===== config.mk =====
export PLATFORM = sky130hd
export DESIGN_NAME = lz77_job_scheduler
export DESIGN_NICKNAME = d
export VERILOG_FILES = /design/src/rtl/lz77_sched_pkg.sv /design/src/rtl/lz77_tok_fifo.sv /design/src/rtl/lz77_job_scheduler.sv
export SDC_FILE = /design/constraint.sdc
export NUM_CORES = 1
export LEC_CHECK = 0
export CORE_ASPECT_RATIO = 0.7
export CORE_MARGIN = 2
export CORE_UTILIZATION = 55
export CTS_CLUSTER_SIZE = 28
export DETAILED_ROUTE_END_ITERATION = 8
export PLACE_DENSITY_LB_ADDON = 0.05
export SLEW_MARGIN = 25
export SYNTH_ARGS = -nofsm -noshare
export SYNTH_HDL_FRONTEND = slang
export SYNTH_SLANG_ARGS = --single-unit

===== constraint.sdc =====
create_clock -name clk -period 4.9 [get_ports clk]
set_clock_uncertainty 0.05 [all_clocks]
set_input_delay 0.735 -clock clk [delete_from_list [all_inputs] [get_ports clk]]
set_output_delay 0.735 -clock clk [all_outputs]
set_load 0.1 [all_outputs]

===== src/rtl/lz77_sched_pkg.sv =====
// lz77_sched_pkg: shared state encoding and token field widths for the LZ77 job scheduler
package lz77_sched_pkg;
    typedef enum logic [2:0] {IDLE, ERST, LOAD, RUN, DONE} state_t;
    localparam int OFF_W = 4;
    localparam int LEN_W = 3;
    localparam int CHR_W = 8;
    localparam int TOK_W = OFF_W + LEN_W + CHR_W;
    localparam int JOB_LEN = 2048;
    localparam logic [CHR_W-1:0] END_CHAR = 8'h24;
endpackage


===== src/rtl/lz77_tok_fifo.sv =====
// lz77_tok_fifo: first-word fall-through FIFO that drops and flags pushes arriving while full
module lz77_tok_fifo #(
    parameter int W = 17,
    parameter int DEPTH = 8
) (
    input  logic         clk,
    input  logic         reset,
    input  logic         push,
    input  logic [W-1:0] push_data,
    input  logic         pop_req,
    output logic [W-1:0] data,
    output logic         empty,
    output logic         full,
    output logic         drop
);
    localparam int AW = $clog2(DEPTH);
    logic [W-1:0] mem [DEPTH];
    logic [AW:0] wr_ptr, rd_ptr;
    logic pop, wr_en;
    assign empty = wr_ptr == rd_ptr;
    assign full = wr_ptr == {~rd_ptr[AW], rd_ptr[AW-1:0]};
    assign data = empty ? '0 : mem[rd_ptr[AW-1:0]];
    assign pop = !empty && pop_req;
    // a pop frees the slot the same cycle, so a full FIFO can still accept
    assign wr_en = push && (!full || pop);
    assign drop = push && full && !pop;
    always_ff @(posedge clk or posedge reset)
        if (reset) begin
            wr_ptr <= '0;
            rd_ptr <= '0;
        end else begin
            if (wr_en) wr_ptr <= wr_ptr + (AW+1)'(1);
            if (pop) rd_ptr <= rd_ptr + (AW+1)'(1);
        end
    always_ff @(posedge clk)
        if (wr_en) mem[wr_ptr[AW-1:0]] <= push_data;
endmodule


===== src/rtl/lz77_job_scheduler.sv =====
// lz77_job_scheduler: round-robin sharing of one LZ77 encoder, streaming job chars in and
// collecting owner-tagged tokens into a backpressured FIFO
module lz77_job_scheduler
    import lz77_sched_pkg::*;
#(
    parameter int NREQ = 2,
    parameter int IDW = 1,
    parameter int FIFO_DEPTH = 8,
    parameter int TIMEOUT = 131072
) (
    input  logic                 clk,
    input  logic                 reset,
    input  logic [NREQ-1:0]      req,
    output logic [NREQ-1:0]      grant,
    input  logic [NREQ-1:0]      in_valid,
    input  logic [8*NREQ-1:0]    in_data,
    output logic [NREQ-1:0]      in_ready,
    output logic                 enc_rst,
    output logic [CHR_W-1:0]     enc_chardata,
    input  logic                 enc_valid,
    input  logic                 enc_finish,
    input  logic [OFF_W-1:0]     enc_offset,
    input  logic [LEN_W-1:0]     enc_match_len,
    input  logic [CHR_W-1:0]     enc_char_nxt,
    output logic                 tok_valid,
    input  logic                 tok_ready,
    output logic [TOK_W-1:0]     tok_data,
    output logic [IDW-1:0]       tok_id,
    output logic                 tok_last,
    output logic [NREQ-1:0]      job_done,
    output logic                 busy,
    output logic                 err_underrun,
    output logic                 err_overflow,
    output logic                 err_timeout,
    input  logic                 err_clr
);
    localparam int RCW = $clog2(TIMEOUT + 1);
    localparam int FW = TOK_W + IDW + 1;
    state_t state, state_n;
    logic [IDW-1:0] owner, pick, idx, rr_ptr;
    logic [NREQ-1:0] own_oh;
    logic found, timeout_hit, push, drop, empty, full;
    logic [10:0] load_cnt;
    logic [RCW-1:0] run_cnt;
    logic [FW-1:0] fifo_out;
    // scan downward so the requester closest after rr_ptr is the last one written
    always_comb begin
        pick = '0;
        idx = '0;
        found = 1'b0;
        for (int k = NREQ - 1; k >= 0; k--) begin
            idx = IDW'((int'(rr_ptr) + k) % NREQ);
            if (req[idx]) begin
                pick = idx;
                found = 1'b1;
            end
        end
    end
    assign own_oh = NREQ'(1) << owner;
    always_ff @(posedge clk or posedge reset)
        if (reset) state <= IDLE;
        else state <= state_n;
    always_comb begin
        state_n = state;
        grant = '0;
        in_ready = '0;
        enc_rst = 1'b1;
        enc_chardata = '0;
        job_done = '0;
        timeout_hit = 1'b0;
        case (state)
            IDLE: state_n = found ? ERST : IDLE;
            ERST: begin
                grant = own_oh;
                state_n = LOAD;
            end
            LOAD: begin
                grant = own_oh;
                in_ready = own_oh;
                enc_rst = 1'b0;
                enc_chardata = in_valid[owner] ? in_data[{owner, 3'b000} +: 8] : 8'h00;
                state_n = load_cnt == 11'(JOB_LEN - 1) ? RUN : LOAD;
            end
            RUN: begin
                grant = own_oh;
                enc_rst = 1'b0;
                timeout_hit = !enc_finish && run_cnt == RCW'(TIMEOUT - 1);
                state_n = (enc_finish || timeout_hit) ? DONE : RUN;
            end
            DONE: begin
                job_done = own_oh;
                state_n = IDLE;
            end
            default: state_n = IDLE;
        endcase
    end
    always_ff @(posedge clk or posedge reset)
        if (reset) begin
            owner <= '0;
            rr_ptr <= '0;
            load_cnt <= '0;
            run_cnt <= '0;
            err_underrun <= 1'b0;
            err_overflow <= 1'b0;
            err_timeout <= 1'b0;
        end else begin
            if (state == IDLE && found) begin
                owner <= pick;
                rr_ptr <= IDW'((int'(pick) + 1) % NREQ);
            end
            load_cnt <= state == LOAD ? load_cnt + 11'd1 : 11'd0;
            run_cnt <= state == RUN ? run_cnt + RCW'(1) : '0;
            err_underrun <= !err_clr && (err_underrun || (state == LOAD && !in_valid[owner]));
            err_overflow <= !err_clr && (err_overflow || drop);
            err_timeout <= !err_clr && (err_timeout || timeout_hit);
        end
    assign push = state == RUN && enc_valid;
    lz77_tok_fifo #(.W(FW), .DEPTH(FIFO_DEPTH)) u_fifo (
        .clk(clk),
        .reset(reset),
        .push(push),
        .push_data({enc_offset, enc_match_len, enc_char_nxt, owner, enc_char_nxt == END_CHAR}),
        .pop_req(tok_ready),
        .data(fifo_out),
        .empty(empty),
        .full(full),
        .drop(drop)
    );
    assign tok_valid = !empty;
    assign tok_data = fifo_out[FW-1 -: TOK_W];
    assign tok_id = fifo_out[IDW:1];
    assign tok_last = fifo_out[0];
    assign busy = state != IDLE;
endmodule


# Yosys cells after proc, flatten, opt, wreduce, memory -nomap -nowiden
# Memories as Yosys holds them, arrays and structs flattened.
# Cells that the tools add are included.
# totals
out_inout_bits,37
register_bits,45
elab_cells,84
ram_bits,136
input_bits,41
memories,1
# op_classes
n_eq_ne,9
bitwise_logic,1
add_sub_neg,6
shift,2
reduce_logical,26
mux,26
n_lt_le_gt_ge,3
# mem_list
memory,depth,width,rd,rd_clocked_by_memory_dff,wr,line,text
u_fifo.mem,8,17,1,0,1,lz77_tok_fifo.sv:17,logic [W-1:0] mem [DEPTH];
# ops
cell,count
$add 18x1->18 const B,1
$eq 18x17->1 const B,1
$mux 18,1
$mux 17,1
$mux 1,16
$mux 8,2
$shiftx 16x5->8,1
$pmux 3 s4,1
$add 11x1->11 const B,1
$eq 11x11->1 const B,1
$logic_and 1x1->1,11
$mux 11,1
$add 4x1->4 const B,2
$eq 4x4->1,2
$eq 8x6->1 const B,1
$eq 3x2->1 const B,2
$logic_not 1->1,6
$lt 1x2->1 const B,3
$mux 2,3
$logic_or 1x1->1,5
$eq 3x1->1 const B,1
$eq 3x3->1 const B,1
$logic_not 3->1,1
$mux 3,1
other kinds (6),7

# Longest topological paths before layout
# depth
word_depth,7
depth_mapped,6
mapped_depth_nobuf,5

# Cells and area by module
# A second synthesis with hierarchy kept.
# hier_totals
cells_unflattened,479
area_unflattened_um2,7708.6
# by_module_without_submodules
module,cells_each,instances,seq_area_each_um2,area_per_inst_um2
lz77_tok_fifo,273,1,4284.1,5784.3
lz77_job_scheduler,206,1,925.9,1924.3

# Least setup slack after synthesis
# No wires, ideal clock.
# synth_timing
path_type,reg2out
start,reg owner
end,out grant[0]
t_arrival_ps,2983
setup_slack_ps,1132
path_stages_with_launch,4
path_buffers,2
t_required_ps,4115
cell_sequence,dfrtp_1 -> clkbuf_1 -> clkbuf_1 -> nor3_1
# synth_between
elab_chain_cells,2
# synth_lines
element,line,text
start: declaration,lz77_job_scheduler.sv:40,"logic [IDW-1:0] owner, pick, idx, rr_ptr;"
start signal: assignment,lz77_job_scheduler.sv:108,owner <= pick;
$shl 1x1->2,lz77_job_scheduler.sv:59,assign own_oh = NREQ'(1) << owner;
$mux 2,lz77_job_scheduler.sv:71,case (state)
end: declaration,lz77_job_scheduler.sv:14,"output logic [NREQ-1:0] grant,"
# Every way passes these cells.

# Final worst setup path
# layout_timing
start,reg owner
end,out enc_chardata[1]
# layout_between
elab_chain_cells,4
elab_cells_between_ends,5
cone_classes,shift: 1; mux: 4
# layout_lines
element,line,text
branches (longest 2 deep; another with $shiftx 16x5->8),n/a,
$mux 8 (*),lz77_job_scheduler.sv:81,"enc_chardata = in_valid[owner] ? in_data[{owner, 3'b000} +: 8] : 8'h00;"
$mux 8 (*),lz77_job_scheduler.sv:71,
end: declaration,lz77_job_scheduler.sv:19,"output logic [CHR_W-1:0] enc_chardata,"
# Every way passes the cells marked *. The select of a mux whose other input is x is not followed.

==> results.rst <==
.. list-table::
   :header-rows: 1

   * - Metric
     - Value
   * - Run status
     - complete, no violations
   * - Post-Synthesis Net Count
     - approximately 520
   * - Start point of the critical path
     - owner
   * - Yosys cell types
     - 42
   * - Clk sink count
     - ~180
   * - Most frequent standard cell in the layout excluding fill and tap cells
     - sky130_fd_sc_hd__edfxtp_1
   * - Endpoint class of the critical path
     - output pin
   * - Final setup margin
     - roughly 0.95 ns
   * - Total CTS buffers
     - 17
   * - Global route total overflow
     - 0
   * - Static Leakage
     - ~3.3 nW
   * - Layout Nets
     - around 610
   * - Number of maximum-capacitance violations
     - 0
   * - CP Max Fanout
     - 24
   * - Number of synthesized flops with an enable pin
     - around 140
   * - Worst slew margin relative to its limit
     - roughly a third
   * - Post-synth top area share
     - 54.1%
   * - Total core area
     - 13300 µm²
   * - Cell count of the worst reg-to-reg path
     - 5
   * - Post-Route Hold Slack
     - about 0.43 ns
   * - Die boundary height
     - 102 µm
   * - Clock-pin slew reported for the worst setup and hold paths after clock tree synthesis
     - about 0.070 ns
   * - Final Cycle Share
     - 80.6%
   * - Number of global-route vias before repair
     - 4309
   * - Worst hold stages
     - 1
   * - Floorplan die width
     - between 100 and 150 µm
   * - TritonCTS clock tree
     - done
   * - Total track usage
     - 21.3%
   * - Wire length of the first global-routing pass
     - around 23000 µm
   * - Startpoint of the lowest-slack hold path
     - load_cnt[0]
   * - Largest cells by area after synthesis
     - sky130_fd_sc_hd__edfxtp_1 54%, sky130_fd_sc_hd__dfrtp_1 15%, sky130_fd_sc_hd__mux4_2 10%
   * - Routed wirelength normalized by instance count
     - roughly 19 µm
   * - Detailed-route DRC error count
     - 0
   * - Setup Buffers After CTS
     - 0
   * - Overall power of the completed layout
     - 0.00605 W
   * - Die area
     - 14700 µm²
   * - Number of port buffers
     - 77
   * - Setup Viol. Count Final
     - 0
   * - Number of DRC markers after the initial detailed-route iteration
     - 285
   * - Setup TNS Final
     - 0 ns
   * - Area growth from synthesis to final layout
     - 20.4%
   * - Critical path data arrival time
     - ~3.2 ns
   * - Hold-fix buffer count after cts
     - 0
   * - Count of pins over their slew limit
     - 0
   * - Final WL
     - 14700 µm
   * - Required time of the worst setup path
     - between 4 and 5 ns
   * - Power per standard cell area
     - around 670 nW/µm²
   * - Routed vias/inst
     - about 5.6
   * - FF+latch count, synth
     - roughly 180
   * - Share of flip-flops with an asynchronous set or reset after synthesis
     - around a quarter
   * - Half-perimeter wire length of the detailed placement result
     - slightly above 9000 µm
   * - Number of diodes added for antenna fixing
     - 0
   * - Most used cells in the layout excluding fill and tap cells
     - 136 x sky130_fd_sc_hd__edfxtp_1, 68 x sky130_fd_sc_hd__nor2_1, 59 x sky130_fd_sc_hd__clkdlybuf4s50_1
   * - Number of nets still failing antenna checks after routing
     - 0
   * - Longest Clk Path Bufs
     - 2
   * - Via total after detailed routing
     - around 4200
   * - Num ports
     - roughly 80
   * - Synth Instances
     - 470
   * - Worst Setup Start Kind
     - flop
   * - Maximum number of pins on one net before global-route repair
     - 46
   * - Number of optimization iterations in the first detailed-route pass
     - 4
   * - Fraction of final layout cells sized beyond drive strength 1
     - 19.0%
   * - Synth area leader
     - sky130_fd_sc_hd__edfxtp_1
   * - Tightest Pin Transition
     - between 0.9 and 1 ns
   * - Post-cts repair resize count
     - 0
   * - Ys Warns
     - 0
   * - Reg-to-Reg Start
     - state[2]
   * - Initial cell density of the core
     - 56.9%
   * - Cell at the root of the clock tree
     - sky130_fd_sc_hd__clkbuf_16
   * - Sequential share of the synthesized area
     - 69.0%
   * - Mean area per synthesized cell
     - approximately 16 µm²
   * - Maximum level of the CTS H-tree
     - 4
   * - Final hold viol count
     - 0
   * - Placer's final routability congestion estimate
     - between 0.7 and 0.8
   * - Count of fill cells added during filler insertion
     - slightly above 900
   * - Netlist area before placement
     - ~7500 µm²
   * - Worst hold path type
     - reg2reg
   * - Unrepaired setup endpoints after global routing
     - false
   * - Clk Latency, worst-skew pair
     - between 0.4 and 0.5 ns
   * - Standard-cell row count
     - 35
   * - F_max
     - 0.253 GHz
   * - Initial antenna violation count
     - 0
   * - Worst ir drop on vdd
     - slightly above 0.5 mV
   * - Most used flip-flop cell after synthesis
     - sky130_fd_sc_hd__edfxtp_1
   * - Worst setup slack after placement
     - roughly 1.2 ns
   * - Critical path start-end classification
     - reg2out
   * - Tmin final
     - about 4 ns
==> worst max-delay path: stages, from the launching register on <==
cell,delay [ns]
sky130_fd_sc_hd__dfrtp_1,0.90
sky130_fd_sc_hd__mux2_2,0.32
sky130_fd_sc_hd__nand2_1,0.19
sky130_fd_sc_hd__nor2_1,0.17
sky130_fd_sc_hd__clkdlybuf4s50_1,1.15
==> routing by layer <==
layer	track usage [%]	routed length, µm	up-vias
met5	0	0	-
met4	5.35	92	0
met3	4.59	821	6
met2	34.6	7150	108
met1	30.3	6590	2140
li1	-	-	1957
==> layout make-up <==
cell class              count  area [µm²]  area share [%]
flip-flops and latches    181        5210            57.4
multi-input cells         261        2240            24.6
repair buffers             90         823            9.06
clock buffers              17         425            4.68
well taps                 185         231            2.55
clock inverters            15         124            1.36
inverters                   9        33.8           0.372
==> power by group <==
part,switching (W),total [W],leakage (nW),internal [W]
registers,0.000181,0.00195,1.83,0.00177
logic,0.00205,0.00285,1.19,0.000791
clock network,0.000594,0.00126,0.262,0.000662
total,0.00283,0.00605,3.29,0.00322
==> flip-flops by register name, indices dropped and copies added (netlist names) <==
signal,cells
load_cnt,11
u_fifo.wr_ptr,4
u_fifo.mem,136
state,3
err_overflow,1
u_fifo.rd_ptr,4
err_timeout,1
err_underrun,1
owner,1
rr_ptr,1
run_cnt,18
==> cell families (layout without fill, tap and decap cells) <==
family                   Yosys count  after routing  synth area share (%)
AO/OA/AOI/OAI                     24             24                  2.12
buffers and inverters             28            131                  1.64
flip-flops                       181            181                  69.0
multiplexers                      63             63                  14.0
adder cells (fa/ha/maj)            4              4                 0.663
AND/OR/NAND/NOR                  140            140                  9.02
XOR/XNOR                          30             30                  3.48
==> metrics by stage <==
stage               cell area, µm²  std cells  util (%)
floorplan                     7550        470         -
global placement              8530        726      64.3
detailed placement            8530        726      64.3
CTS                           9080        758      68.4
global route                  9080        758      68.5
finish                        9080        758      68.5
==> synth_stat cells (2+ instances only) <==
cell type / number
sky130_fd_sc_hd__nand4_1: 7
sky130_fd_sc_hd__dfrtp_1: 45
sky130_fd_sc_hd__nand3b_1: 2
sky130_fd_sc_hd__ha_1: 4
sky130_fd_sc_hd__o211ai_1: 6
sky130_fd_sc_hd__nor2_1: 68
sky130_fd_sc_hd__nand2b_1: 5
sky130_fd_sc_hd__buf_2: 6
sky130_fd_sc_hd__or3_1: 3
sky130_fd_sc_hd__nor4_1: 4
sky130_fd_sc_hd__nand2_1: 16
sky130_fd_sc_hd__inv_1: 9
sky130_fd_sc_hd__nor3_1: 6
sky130_fd_sc_hd__nand3_1: 11
sky130_fd_sc_hd__mux2_2: 3
sky130_fd_sc_hd__mux2i_1: 26
sky130_fd_sc_hd__o21a_1: 2
sky130_fd_sc_hd__a31oi_1: 3
sky130_fd_sc_hd__and2_1: 4
sky130_fd_sc_hd__a21oi_1: 5
sky130_fd_sc_hd__and3_1: 3
sky130_fd_sc_hd__clkbuf_1: 11
sky130_fd_sc_hd__mux4_2: 34
sky130_fd_sc_hd__o21ai_0: 3
sky130_fd_sc_hd__and4_1: 3
sky130_fd_sc_hd__xor2_1: 20
sky130_fd_sc_hd__or4_1: 2
sky130_fd_sc_hd__edfxtp_1: 136
sky130_fd_sc_hd__xnor2_1: 10
==> worst paths after layout <==
check                                   endpoint  slack [ns]
worst max-delay path             enc_chardata[1]        0.95
max in group asynchronous       u_fifo.rd_ptr[0]        3.62
worst max register to register  u_fifo.mem[3][2]        1.76
min in group asynchronous            load_cnt[6]        0.73
worst min register to register       load_cnt[0]        0.43
worst min-delay path                 load_cnt[0]        0.43
Power figures use the tool's default switching activity.
